### config.mk
export PLATFORM = sky130hd
export DESIGN_NAME = bcd_mod_counter
export DESIGN_NICKNAME = d
export VERILOG_FILES = /design/src/rtl/bcd_mod_counter.sv
export SDC_FILE = /design/constraint.sdc
export NUM_CORES = 1
export LEC_CHECK = 0
export BUFFER_PORTS_ARGS = -buffer_cell sky130_fd_sc_hd__buf_2
export CAP_MARGIN = 40
export CORE_MARGIN = 5
export CORE_UTILIZATION = 40
export DETAILED_ROUTE_END_ITERATION = 16
export PLACE_DENSITY_LB_ADDON = 0.2
export SYNTH_ARGS = -nofsm -noshare
export SYNTH_HDL_FRONTEND = slang
export SYNTH_SLANG_ARGS = --single-unit
### constraint.sdc
create_clock -name clk -period 5.74 [get_ports clk]
set_input_delay 0.574 -clock clk [delete_from_list [all_inputs] [get_ports clk]]
set_output_delay 0.574 -clock clk [all_outputs]
set_load 0.1 [all_outputs]
### src/rtl/bcd_mod_counter.sv
// -----------------------------------------------------------------------------
// bcd_mod_counter
//
// Two-digit packed-BCD modulo-MODULUS counter for one field of a clock
// (seconds/minutes with MODULUS=60, hours with MODULUS=24). Fields chain by
// feeding one instance's carry_o into the next instance's tick_i.
//
// A two-state mode machine (RUN/SET) decides which actions are honoured:
//   RUN : tick_i counts up, a wrap to 00 pulses carry_o.
//   SET : inc_i / dec_i adjust the value by one, ticks are dropped.
// load_i is honoured in both modes and has the highest priority.
// set_i toggles the mode. The action taken in the toggling cycle is
// evaluated against the mode that was current before the toggle.
//
// Parameters
//   MODULUS   count range 0..MODULUS-1, legal values 2..100
//
// Ports
//   clk       rising-edge clock
//   rst_n     asynchronous active-low reset
//   tick_i    count-enable pulse (RUN only)
//   set_i     mode toggle request pulse
//   inc_i     adjust +1 pulse (SET only)
//   dec_i     adjust -1 pulse (SET only)
//   load_i    parallel-load strobe (both modes)
//   load_val  packed BCD load value {tens, ones}
//   Q         packed BCD count {tens, ones}
//   carry_o   one-cycle pulse when a RUN tick wraps MODULUS-1 -> 0
//   load_err  one-cycle pulse when a load is rejected
//   set_mode  high while in SET; this is the mode machine's state bit
//
// Handshake: there is no back-pressure. Every strobe is a single-cycle
// request that is either acted on at the next rising edge or dropped; all
// outputs are registered and reflect the request one cycle later.
// -----------------------------------------------------------------------------
module bcd_mod_counter #(
    parameter int MODULUS = 60
) (
    input  logic       clk,
    input  logic       rst_n,
    input  logic       tick_i,
    input  logic       set_i,
    input  logic       inc_i,
    input  logic       dec_i,
    input  logic       load_i,
    input  logic [7:0] load_val,
    output logic [7:0] Q,
    output logic       carry_o,
    output logic       load_err,
    output logic       set_mode
);

    typedef enum logic {
        ST_RUN = 1'b0,
        ST_SET = 1'b1
    } mode_e;

    // BCD digits of the terminal count MODULUS-1.
    localparam int         MAX_VAL  = MODULUS - 1;
    localparam logic [3:0] MAX_ONES = 4'(MAX_VAL % 10);
    localparam logic [3:0] MAX_TENS = 4'(MAX_VAL / 10);

    // ------------------------------------------------------------------
    // State
    // ------------------------------------------------------------------
    mode_e      mode_q, mode_d;
    logic [3:0] ones_q, ones_d;
    logic [3:0] tens_q, tens_d;
    logic       carry_q, carry_d;
    logic       load_err_q, load_err_d;

    // ------------------------------------------------------------------
    // Decodes of the current value
    // ------------------------------------------------------------------
    logic at_max;
    logic at_zero;

    // The digits always hold a legal value, so comparing digit by digit
    // is equivalent to comparing the binary value.
    assign at_max  = (tens_q == MAX_TENS) && (ones_q == MAX_ONES);
    assign at_zero = (tens_q == 4'd0) && (ones_q == 4'd0);

    // ------------------------------------------------------------------
    // Load validation
    // ------------------------------------------------------------------
    logic [3:0] ld_ones;
    logic [3:0] ld_tens;
    logic       ld_digits_ok;
    logic       ld_range_ok;
    logic       ld_valid;

    assign ld_ones      = load_val[3:0];
    assign ld_tens      = load_val[7:4];
    assign ld_digits_ok = (ld_ones <= 4'd9) && (ld_tens <= 4'd9);
    // With both digits <= 9, value < MODULUS reduces to a lexicographic
    // compare of (tens, ones) against the terminal count digits.
    assign ld_range_ok  = (ld_tens < MAX_TENS) ||
                          ((ld_tens == MAX_TENS) && (ld_ones <= MAX_ONES));
    assign ld_valid     = ld_digits_ok && ld_range_ok;

    // ------------------------------------------------------------------
    // +1 and -1 candidates, shared by tick and adjust paths
    // ------------------------------------------------------------------
    logic [3:0] inc_ones, inc_tens;
    logic [3:0] dec_ones, dec_tens;

    always_comb begin
        inc_ones = ones_q;
        inc_tens = tens_q;
        // Terminal count is checked first so that e.g. 23 wraps to 00 for
        // MODULUS=24 instead of stepping to 24.
        if (at_max) begin
            inc_ones = 4'd0;
            inc_tens = 4'd0;
        end else if (ones_q == 4'd9) begin
            inc_ones = 4'd0;
            inc_tens = tens_q + 4'd1;
        end else begin
            inc_ones = ones_q + 4'd1;
        end
    end

    always_comb begin
        dec_ones = ones_q;
        dec_tens = tens_q;
        if (at_zero) begin
            dec_ones = MAX_ONES;
            dec_tens = MAX_TENS;
        end else if (ones_q == 4'd0) begin
            dec_ones = 4'd9;
            dec_tens = tens_q - 4'd1;
        end else begin
            dec_ones = ones_q - 4'd1;
        end
    end

    // ------------------------------------------------------------------
    // Next-state logic: mode machine plus counter datapath
    // ------------------------------------------------------------------
    always_comb begin
        mode_d     = mode_q;
        ones_d     = ones_q;
        tens_d     = tens_q;
        carry_d    = 1'b0;
        load_err_d = 1'b0;

        // Mode toggle is independent of the data action in the same cycle.
        if (set_i) begin
            mode_d = (mode_q == ST_RUN) ? ST_SET : ST_RUN;
        end

        // Data action uses mode_q, i.e. the pre-toggle mode.
        if (load_i) begin
            if (ld_valid) begin
                ones_d = ld_ones;
                tens_d = ld_tens;
            end else begin
                load_err_d = 1'b1;
            end
        end else if (mode_q == ST_SET) begin
            // Ticks arriving in SET fall through here and are dropped.
            if (inc_i && !dec_i) begin
                ones_d = inc_ones;
                tens_d = inc_tens;
            end else if (dec_i && !inc_i) begin
                ones_d = dec_ones;
                tens_d = dec_tens;
            end
        end else if (tick_i) begin
            ones_d  = inc_ones;
            tens_d  = inc_tens;
            carry_d = at_max;
        end
    end

    // ------------------------------------------------------------------
    // Registers
    // ------------------------------------------------------------------
    always_ff @(posedge clk or negedge rst_n) begin
        if (!rst_n) begin
            mode_q     <= ST_RUN;
            ones_q     <= 4'd0;
            tens_q     <= 4'd0;
            carry_q    <= 1'b0;
            load_err_q <= 1'b0;
        end else begin
            mode_q     <= mode_d;
            ones_q     <= ones_d;
            tens_q     <= tens_d;
            carry_q    <= carry_d;
            load_err_q <= load_err_d;
        end
    end

    // ------------------------------------------------------------------
    // Outputs (all straight from flops)
    // ------------------------------------------------------------------
    assign Q        = {tens_q, ones_q};
    assign carry_o  = carry_q;
    assign load_err = load_err_q;
    assign set_mode = (mode_q == ST_SET);

endmodule

; ---- Word level (Yosys, flattened, before mapping)
; Cells that the tools add are included.
[classes]
n_eq_ne = 6
n_shift = 0
addsub = 4
div = 0
magnitude_cmp = 3
n_reduce_logical = 15
mux = 26
bitwise_logic = 0
mul = 0
[op_table]
columns = op, count
row1 = 4-bit two-way mux, 20
row2 = 4-bit by 1-bit adder with 4-bit output (second input constant), 2
row3 = 4-bit by 3-bit equality test with 1-bit output (second input constant), 2
row4 = 4-bit <= comparator (second input constant), 2
row5 = 4-bit zero test, 2
row6 = 4-bit by 1-bit subtractor with 4-bit output (second input constant), 2
row7 = 1-bit logical AND, 7
row8 = 1-bit two-way mux, 6
row9 = 5-bit by 2-bit inequality test with 1-bit output (second input constant), 1
row10 = 4-bit equality test (second input constant), 1
row11 = 4-bit by 3-bit less-than comparator with 1-bit output (second input constant), 1
row12 = 4-bit by 2-bit inequality test with 1-bit output (second input constant), 1
row13 = 4-bit AND reduction, 1
row14 = 3-bit AND reduction, 1
row15 = 3-bit nonzero test, 1
row16 = 1-bit zero test, 2
row17 = 2-bit by 1-bit inequality test with 1-bit output (second input constant), 1
row18 = 1-bit logical OR, 1
[totals]
memories = 0
ramBits = 0
latchBits = 0
mem_bits_ro = 0
register_bits = 11

; ---- Logic depth before layout (Yosys ltp)
; Gate-level depths: netlist of the first run.
[logic_depth]
depth_word = 7
depth_mapped = 8

; ---- Worst setup path after synthesis of the first run
; OpenSTA, ideal clock, no wires.
[synth_path]
path_type = register to register
start = register ones_q[0]
end = register tens_q[3]
setup_time_ps = 120
path_stages_with_launch = 8
setup_slack_ps = 3071
required_ps = 5620
arrival_ps = 2548
path_buffers = 0
path_cell_list = dfrtp_1 > inv_1 > ha_1 > or3b_4 > or4b_4 > nand4_1 > o41ai_1 > a21o_1
[synth_via]
elab_chain_len = 7
[synth_lines]
columns = element, line_no
row1 = "start, declared", 67  ; logic [3:0] ones_q, ones_d;
row2 = "start signal, assigned", 188  ; ones_q <= ones_d;
row3 = 4-bit zero test, "81, 129"
row4 = 1-bit logical AND, 81  ; assign at_zero = (tens_q == 4'd0) && (ones_q == 4'd0);
row5 = 4-bit two-way mux, 126  ; if (at_zero) begin
row6 = 4-bit two-way mux, 165  ; end else if (dec_i && !inc_i) begin
row7 = 4-bit two-way mux, 162  ; if (inc_i && !dec_i) begin
row8 = 4-bit two-way mux, 160  ; end else if (mode_q == ST_SET) begin
row9 = 4-bit two-way mux, 153  ; if (load_i) begin
row10 = "end signal, assigned", 189  ; tens_q <= tens_d;
row11 = "end, declared", 68  ; logic [3:0] tens_q, tens_d;
; Parallel ways exist; a longest one is shown, timed or not. The select of a mux whose other input is x is not followed.
; A chain may end at the register's enable or synchronous reset.

; ---- Worst setup path in the final report of the first run
; Ends and elaborated chain as after synthesis.

==> results.tsv, run 1 <==
metric	value	unit
synth.avg_cell_area	8.27	um^2
mostFrequentLayoutCell	sky130_fd_sc_hd__buf_2	
leakage	0.567	nW
slew_viol_final	0	
clk_pin_slew	80	ps
cts-buffers-inserted	3	
post_cts_buffers	0	
fp.coreArea	0.00245	mm^2
place_hpwl	1980	um
max_freq	420	MHz
met1Wirelength	1120	um
top_sig_layer	met4	
globalRouteOverflowTotal	0	
final_hold_slack	167	ps
rsz0062_at_grt	no	
synthesis.nets	146	
wirelength	2670	um
synth.yosys.warnings	0	
post-route-cell-area	0.00118	mm^2
chipHeight	60.4	um
detailroute.wirelength.met2	1310	um
totalNegativeSetupSlack	0	ps
layout_worst_path_cycle_share	41.5	%
startpoint_class	flip-flop	
wire_length_of_the_first_global_routing_pass	4660	um
ir_drop	0.000370	V
place.port_buffers	25	
cts_buffer_depth	2	
cts_root_buf	sky130_fd_sc_hd__clkbuf_4	
synth_cell_types	43	
placement_rows	18	
design_power_total	0.000738	W
maximum_number_of_pins_on_one_net_before_global_route_repair	17	
hold_buffer_count_at_cts	0	
antenna_cells	0	
wl_per_cell	15.1	um
number_of_enable_flip_flop_cells_after_synthesis	0	
synth.ff_latch_count	11	
max_cap_viol_count	0	
cts-htree-levels	1	
crit_path_max_fanout	10	
vias_in_the_first_global_route	1021	
floorplan.die_area	0.00365	mm^2
crit_path_start	ones_q[0]	
run_status	completed	
drtIter0Drc	27	
num_io_pins	26	
cp.arrival	2550	ps
cp-end-kind	flip-flop	
post_dp_cell_area	0.00116	mm^2
met3_wirelength	189	um
tightestPinTransition	908	ps
nets	171	
clock_skew	3.19	ps
clk-insertion-delay-late	270	ps
filler_cell_count	248	
finalCriticalPeriod	2380	ps
antenna_left	0	
remaining_drc_errors	0	
resize_count_post_cts	0	
post_synthesis_cells	123	
flow.area_growth_from_synthesis	16.4	%
fraction_of_final_layout_cells_sized_beyond_drive_strength_1	24.5	%
maxSlewHeadroom	39.4	%
cts_tree	done	
track_usage	16.8	%
r2r-start	ones_q[0]	
number_of_search_and_repair_iterations_in_the_first_detailed_routing_pass	4	
worst-setup-path-type	reg2reg	
antenna_violations_before_repair	0	
mostFrequentLayoutCells	25 x sky130_fd_sc_hd__buf_2, 13 x sky130_fd_sc_hd__o21ai_0, 11 x sky130_fd_sc_hd__nand2_1, 11 x sky130_fd_sc_hd__dfrtp_1, 10 x sky130_fd_sc_hd__inv_1	
hold_class	in2async	
report.final.setup_viol	0	
clock_sinks	11	
synth_top_flop_cell	sky130_fd_sc_hd__dfrtp_1	
pre_cts_setup_slack	3230	ps
setup_slack	3360	ps
required_time_at_the_worst_slack_endpoint	5910	ps
vias	1023	
viasPerCell	5.78	
start_util	41.4	%
place.gp.congestion	0.878	
ys_async_sr_fraction	100	%
post_synth_instance_area	0.00102	mm^2
yosysSeqAreaShare	27.1	%
final-hold-violation-count	0	
powerDensity	624	mW/mm^2
die_width	60.4	um
metrics by stage:
stage	instances	util, %
floorplan	123	-
global placement	173	47.1
detailed placement	173	47.1
CTS	177	48.2
global route	177	48.2
finish	177	48.2
kinds of logic after synthesis:
logic type	Yosys count	synth area share, %
adders and majority gates	8	9.84
DFF	11	27.1
AOI/OAI and AO/OA	42	29.6
xor gates and xnor gates	2	1.72
and+or+nand+nor	43	23.7
muxes	2	2.09
buffers and inverters	15	5.90
synthesized netlist by cell type (all sizes together), types with 2 or more instances:
master | number | area share [%]
clkbuf | 2 | 0.74
nor2b | 4 | 2.5
a21oi | 4 | 2.0
nand2 | 11 | 4.1
o211ai | 2 | 1.5
o21ai | 14 | 7.3
xor2 | 2 | 1.7
a31oi | 3 | 1.8
dfrtp | 11 | 27
nand3 | 4 | 2.0
a221oi | 3 | 4.3
nand2b | 4 | 2.5
inv | 10 | 3.7
a211oi | 3 | 2.2
buf | 3 | 1.5
nor3 | 5 | 2.5
a21o | 2 | 1.5
ha | 8 | 9.8
nor2 | 4 | 1.5
nand3b | 3 | 2.2
worst max-delay path, stage by stage, from the launching register on:
cell                       delay (ps)
sky130_fd_sc_hd__dfrtp_1          490
sky130_fd_sc_hd__inv_1            170
sky130_fd_sc_hd__ha_1             250
sky130_fd_sc_hd__or3b_4           440
sky130_fd_sc_hd__a221oi_4         380
sky130_fd_sc_hd__nor2_1           130
sky130_fd_sc_hd__a31o_2           260
sky130_fd_sc_hd__a21o_1           160
state kept, by name, summed over array words and instances (netlist names):
name and count:
carry_o 1, set_mode 1, load_err 1, tens_q 4, ones_q 4
worst paths after layout:
kind                        endpoint  slack [ps]  cells after the start
max                        tens_q[3]        3360                      7
min in group clk            set_mode         480                      2
min reg2reg                 set_mode         570                      1
min                         set_mode         170                      1
max in group asynchronous  ones_q[0]        5350                      1
max reg2reg                tens_q[3]        3360                      7
cell type report:
type | count | area, um^2 | share of cell area (%)
clock buffer | 4 | 26.3 | 2.22
inverter | 10 | 37.5 | 3.17
multi-input combinational | 97 | 682 | 57.6
sequential | 11 | 275 | 23.3
tap | 30 | 37.5 | 3.17
timing repair buffer | 25 | 125 | 10.6
routing by layer:
metal / vias up / GRT usage (%)
met2: 38 / 28.9
li1: 497 / -
met4: 0 / 5.26
met1: 482 / 21.4
met3: 6 / 2.98
met5: - / 0
where the power goes:
group | internal, W | total (W) | leakage [nW] | switching, W
Combinational | 0.000140 | 0.000514 | 0.415 | 0.000375
Clock | 0.0000269 | 0.0000561 | 0.0150 | 0.0000292
Sequential | 0.000105 | 0.000168 | 0.137 | 0.0000623
No activity file was read; power rests on OpenSTA's default activity.
==> inputs of run 2 (changes only) <==
Settings changed: ABC_AREA from default to 1.
Clock period 5.74 ns to 2.1 ns, I/O delays scaled along.
==> results.tsv, run 2 <==
metric	value	unit
max_freq	599	MHz
worst_hold_path.endpoint	set_mode	
yosysSeqAreaShare	25.7	%
crit_chain	inv_1 > ha_1 > nand2_1 > nor2_1 > nand2_1 > nand2_1 > nor2_1 > nor2_1 > nand2_1 > nand2_1 > nand2_1	
crit_path_start	ones_q[0]	
antenna_left	0	
flow.area_growth_from_synthesis	15.7	%
antenna_violations_before_repair	0	
slew_viol_final	0	
final-hold-violation-count	0	
report.final.setup_viol	0	
drtIter0Drc	59	
cts_root_buf	sky130_fd_sc_hd__clkbuf_4	
finalCriticalPeriod	1670	ps
number_of_search_and_repair_iterations_in_the_first_detailed_routing_pass	4	
num_io_pins	26	
post_synthesis_cells	165	
cts-htree-levels	1	
mostFrequentLayoutCells	53 x sky130_fd_sc_hd__nand2_1, 25 x sky130_fd_sc_hd__buf_2, 17 x sky130_fd_sc_hd__nor2_1	
synth.most_common_cell	sky130_fd_sc_hd__nand2_1	
timing.critical_path.mode_cell	sky130_fd_sc_hd__nand2_1	
synthesis.nets	188	
hold_path_depth	2	
r2r-start	ones_q[0]	
synth.avg_cell_area	6.48	um^2
synth_cell_types	25	
floorplan.die_area	0.00381	mm^2
max_cap_viol_count	0	
r2r_setup_slack	430	ps
mostFrequentLayoutCell	sky130_fd_sc_hd__nand2_1	
cts-buffers-inserted	3	
maxSlewHeadroom	67.6	%
hold_class	in2reg	
crit_path_top_delay_cell	sky130_fd_sc_hd__dfrtp_2	
vias_in_the_first_global_route	1036	
clock_skew	9.25	ps
placement_rows	18	
wl_per_cell	11.8	um
startpoint_class	flip-flop	
synth.area.top_cells	sky130_fd_sc_hd__dfrtp_1 26%, sky130_fd_sc_hd__nand2_1 19%, sky130_fd_sc_hd__ha_1 9.4%, sky130_fd_sc_hd__nand3_1 6.5%, sky130_fd_sc_hd__nor2_1 6.0%	
reg2reg_to	tens_q[3]	
synth_top_flop_cell	sky130_fd_sc_hd__dfrtp_1	
track_usage	16.0	%
maximum_number_of_pins_on_one_net_before_global_route_repair	15	
largest_registers	ones_q x4, tens_q x4	
place.gp.congestion	0.867	
globalRouteOverflowTotal	0	
hp-start	set_i	
synth_top_area_share	25.7	%
rsz0062_at_grt	no	
fp.coreArea	0.00252	mm^2
post_synth_instance_area	0.00107	mm^2
run_status	completed	
crit_buf_inv	1	
ys_async_sr_fraction	100	%
clk_pin_slew	80	ps
r2r_cells	11	
wirelength	2610	um
crit_family	simple AND/OR/NAND/NOR gates	
cts_tree	done	
yosys-top-cells-count	53 x sky130_fd_sc_hd__nand2_1, 17 x sky130_fd_sc_hd__nor2_1, 16 x sky130_fd_sc_hd__inv_1	
cp-end-kind	flip-flop	
antenna_cells	0	
crit_path_max_fanout	7	
tightestPinTransition	489	ps
wire_length_of_the_first_global_routing_pass	4590	um
required_time_at_the_worst_slack_endpoint	2260	ps
start_util	42.4	%
chipHeight	61.7	um
vias	1099	
totalNegativeSetupSlack	0	ps
resize_count_post_cts	0	
clock_sinks	11	
cp.arrival	1830	ps
hold_buffer_count_at_cts	1	
fraction_of_final_layout_cells_sized_beyond_drive_strength_1	26.2	%
die_width	61.7	um
cts_buffer_depth	2	
worst-setup-path-type	reg2reg	
synth.yosys.warnings	0	
remaining_drc_errors	0	
place_hpwl	2040	um
viasPerCell	4.97	
largest_stage_delay_on_the_critical_path	460	ps
netlist.top_cell.by_area	sky130_fd_sc_hd__dfrtp_1	
number_of_enable_flip_flop_cells_after_synthesis	0	
post_cts_buffers	0	
layout_worst_path_cycle_share	79.5	%
nets	215	
clk-insertion-delay-late	270	ps
synth.ff_latch_count	11	
place.port_buffers	25	
finish.utilization	49.1	%
==> run 2: cell count changes after synthesis, sizes merged, moves of 4 or more <==
cell / previous run / this run
nand2b: 4 / 0
nor3: 5 / 0
inv: 10 / 23
nand3: 4 / 17
nand2: 11 / 55
nor2: 4 / 21
nor2b: 4 / 0
==> run 2: cell type report <==
| class | instances | area, um^2 |
|---|---|---|
| clock buffer | 4 | 26.3 |
| fill | 284 | 1280 |
| inverter | 23 | 86.3 |
| multi-input combinational | 127 | 673 |
| sequential | 11 | 279 |
| tap | 30 | 37.5 |
| timing repair buffer | 26 | 135 |
==> run 2: per-layer routing <==
layer | routed length [um] | vias up | GRT usage, %
met4 | 18 | 0 | 7.27
met1 | 1230 | 477 | 22.0
li1 | - | 575 | -
met2 | 1180 | 45 | 25.1
met3 | 179 | 2 | 1.86
met5 | 0 | - | 0
==> run 2: through the flow <==
stage | instances | hold slack, ps | area (um^2) | worst slack [ps]
floorplan | 165 | -85.6 | 1070 | 83.7
global placement | 216 | 93.2 | 1200 | 482
detailed placement | 216 | 96.5 | 1200 | 442
CTS | 221 | 115 | 1240 | 430
global route | 221 | 136 | 1240 | 249
finish | 221 | 113 | 1240 | 430
==> run 2: worst max-delay path by stage <==
stage | depth (start not counted) | slack [ps] | end
after floorplan | 10 | 80 | tens_q[0]
after global placement | 9 | 480 | tens_q[1]
after detailed placement | 11 | 440 | tens_q[3]
after CTS | 11 | 430 | tens_q[3]
after global routing | 11 | 250 | tens_q[3]
final | 11 | 430 | tens_q[3]
==> run 2: cells by family (layout without fill, tap and decap cells) <==
| kind of cell | after synthesis | count (layout) | share of synthesized area (%) |
|---|---|---|---|
| buffers and inverters | 27 | 53 | 11.3 |
| AND/OR/NAND/NOR | 99 | 99 | 42.0 |
| adder cells (fa/ha/maj) | 8 | 8 | 9.36 |
| AO/OA/AOI/OAI | 18 | 18 | 9.94 |
| flip-flops | 11 | 11 | 25.7 |
| XOR/XNOR | 2 | 2 | 1.64 |
Power of run 2 is not shown: default switching activity piles up to over one toggle a cycle in this logic, so the estimate is an artifact.
==> inputs of run 3 (changes only) <==
Clock period 2.1 ns to 1.39 ns, I/O delays scaled along.
==> results.tsv, run 3 (synthesis gave the netlist of run 2 again) <==
metric	value	unit
run_status	complete, but fails checks	
violated_checks	setup timing	
powerDensity	2710	mW/mm^2
cts-htree-levels	1	
worst-setup-path-type	reg2reg	
report.final.setup_viol	8	
fraction_of_final_layout_cells_sized_beyond_drive_strength_1	41.2	%
wirelength	2930	um
cts_buffer_depth	2	
max_freq	655	MHz
fp.coreArea	0.00252	mm^2
startpoint_class	flip-flop	
cts-buffers-inserted	3	
hold_path_depth	2	
setup_slack	-138	ps
nets	235	
drtIter0Drc	20	
post_dp_cell_area	0.00139	mm^2
p_int	0.00165	W
hold_class	in2reg	
clk-insertion-delay-late	270	ps
power.clock.fraction	5.4	%
wl_per_cell	12.2	um
cts_root_buf	sky130_fd_sc_hd__clkbuf_4	
antenna_left	0	
slew_viol_final	0	
antenna_cells	0	
floorplan.die_area	0.00381	mm^2
wire_length_of_the_first_global_routing_pass	5140	um
max_cap_viol_count	0	
flow.area_growth_from_synthesis	40.1	%
start_util	42.4	%
finish.utilization	59.4	%
cp-end-kind	flip-flop	
vias_in_the_first_global_route	1154	
mostFrequentLayoutCell	sky130_fd_sc_hd__nand2_1	
maximum_number_of_pins_on_one_net_before_global_route_repair	12	
chipHeight	61.7	um
pre_cts_setup_slack	-121	ps
vias	1211	
area_of_the_multi_input_gates	721	um^2
net-switching-power	0.00241	W
final-hold-violation-count	0	
die_width	61.7	um
required_time_at_the_worst_slack_endpoint	1580	ps
layout_worst_path_cycle_share	110	%
totalNegativeSetupSlack	-645	ps
place.gp.congestion	0.865	
post-route-cell-area	0.00150	mm^2
clock_sinks	11	
viasPerCell	5.02	
number_of_search_and_repair_iterations_in_the_first_detailed_routing_pass	4	
power_frac_seq	17.5	%
clk_pin_slew	70	ps
filler_cell_count	247	
cp.arrival	1720	ps
crit_path_max_fanout	4	
globalRouteOverflowTotal	0	
mostFrequentLayoutCells	53 x sky130_fd_sc_hd__nand2_1, 22 x sky130_fd_sc_hd__buf_4, 20 x sky130_fd_sc_hd__buf_2	
tightestPinTransition	492	ps
ir_drop	0.00242	V
share_of_total_power_in_combinational_logic	77.1	%
num_io_pins	26	
rsz0062_at_grt	yes	
maxSlewHeadroom	67.4	%
clock_skew	4.21	ps
place_hpwl	2260	um
antenna_violations_before_repair	0	
area.sequential	297	um^2
track_usage	18.0	%
place.port_buffers	25	
finalCriticalPeriod	1530	ps
placement_rows	18	
remaining_drc_errors	0	
final_hold_slack	41.5	ps
cts_tree	done	
r2r_cells	11	
switching_share	59.4	%
largest_registers	ones_q x4, tens_q x4	
leakage	0.801	nW
[run 3: changes by cell type in the layout (fill, tap and decap cells not counted), sizes merged]
cell and delta:
buf +20
[run 3: layer usage]
layer	track usage [%]	routed length [um]	vias up
li1	-	-	617
met1	25.1	1320	554
met2	29.3	1400	38
met3	1.86	198	2
met4	5.45	17	0
met5	0	0	-
[run 3: power by group through the flow]
| stage | Combinational, W | Sequential, W | Clock, W |
|---|---|---|---|
| final | 0.00313 | 0.000710 | 0.000221 |
| after global routing | 0.00338 | 0.000735 | 0.000252 |
| after CTS | 0.00308 | 0.000711 | 0.000226 |
| after detailed placement | 0.00295 | 0.000719 | 0 |
| after global placement | 0.00292 | 0.000708 | 0 |
| after floorplan | 0.00115 | 0.00170 | 0 |
[run 3: repair_timing]
action | in CTS | in global routing
hold endpoints to repair | 11 | 0
gates cloned | 0 | 0
hold buffers | 1 | 0
gates resized for setup | 9 | 3
setup endpoints to repair | 10 | 9
setup buffers | 2 | 2
pin swaps | 5 | 2
[run 3: critical path: stages, from the launching register on]
cell and delay, ps:
sky130_fd_sc_hd__dfrtp_4 490, sky130_fd_sc_hd__inv_4 80, sky130_fd_sc_hd__ha_4 150, sky130_fd_sc_hd__nand2_4 50
sky130_fd_sc_hd__nor2_4 160, sky130_fd_sc_hd__buf_4 130, sky130_fd_sc_hd__nand2_1 40, sky130_fd_sc_hd__nand2_1 50
sky130_fd_sc_hd__nand2_1 40, sky130_fd_sc_hd__nand2_1 50, sky130_fd_sc_hd__nand2_1 70, sky130_fd_sc_hd__a21boi_2 140
[run 3: layout make-up]
class | count | share of cell area, %
clock buffers | 4 | 1.75
inverters | 23 | 6.09
multi-input cells | 127 | 48.1
flip-flops and latches | 11 | 19.8
well taps | 30 | 2.50
repair buffers | 46 | 21.8
[run 3: path summary, 6_finish.rpt]
| check | end | slack [ps] | from |
|---|---|---|---|
| max | tens_q[2] | -140 | ones_q[1] |
| min | set_mode | 40 | set_i |
| max reg2reg | tens_q[2] | -140 | ones_q[1] |
| min reg2reg | carry_o | 510 | set_mode |
| max in group asynchronous | tens_q[0] | 860 | rst_n |
| min in group asynchronous | ones_q[0] | 290 | rst_n |
[run 3: per-stage QoR]
stage / std cells / total power (W)
2_1_floorplan: 165 / 0.00286
3_3_place_gp: 232 / 0.00363
3_5_place_dp: 232 / 0.00367
4_1_cts: 239 / 0.00402
5_1_grt: 241 / 0.00437
6_report: 241 / 0.00406
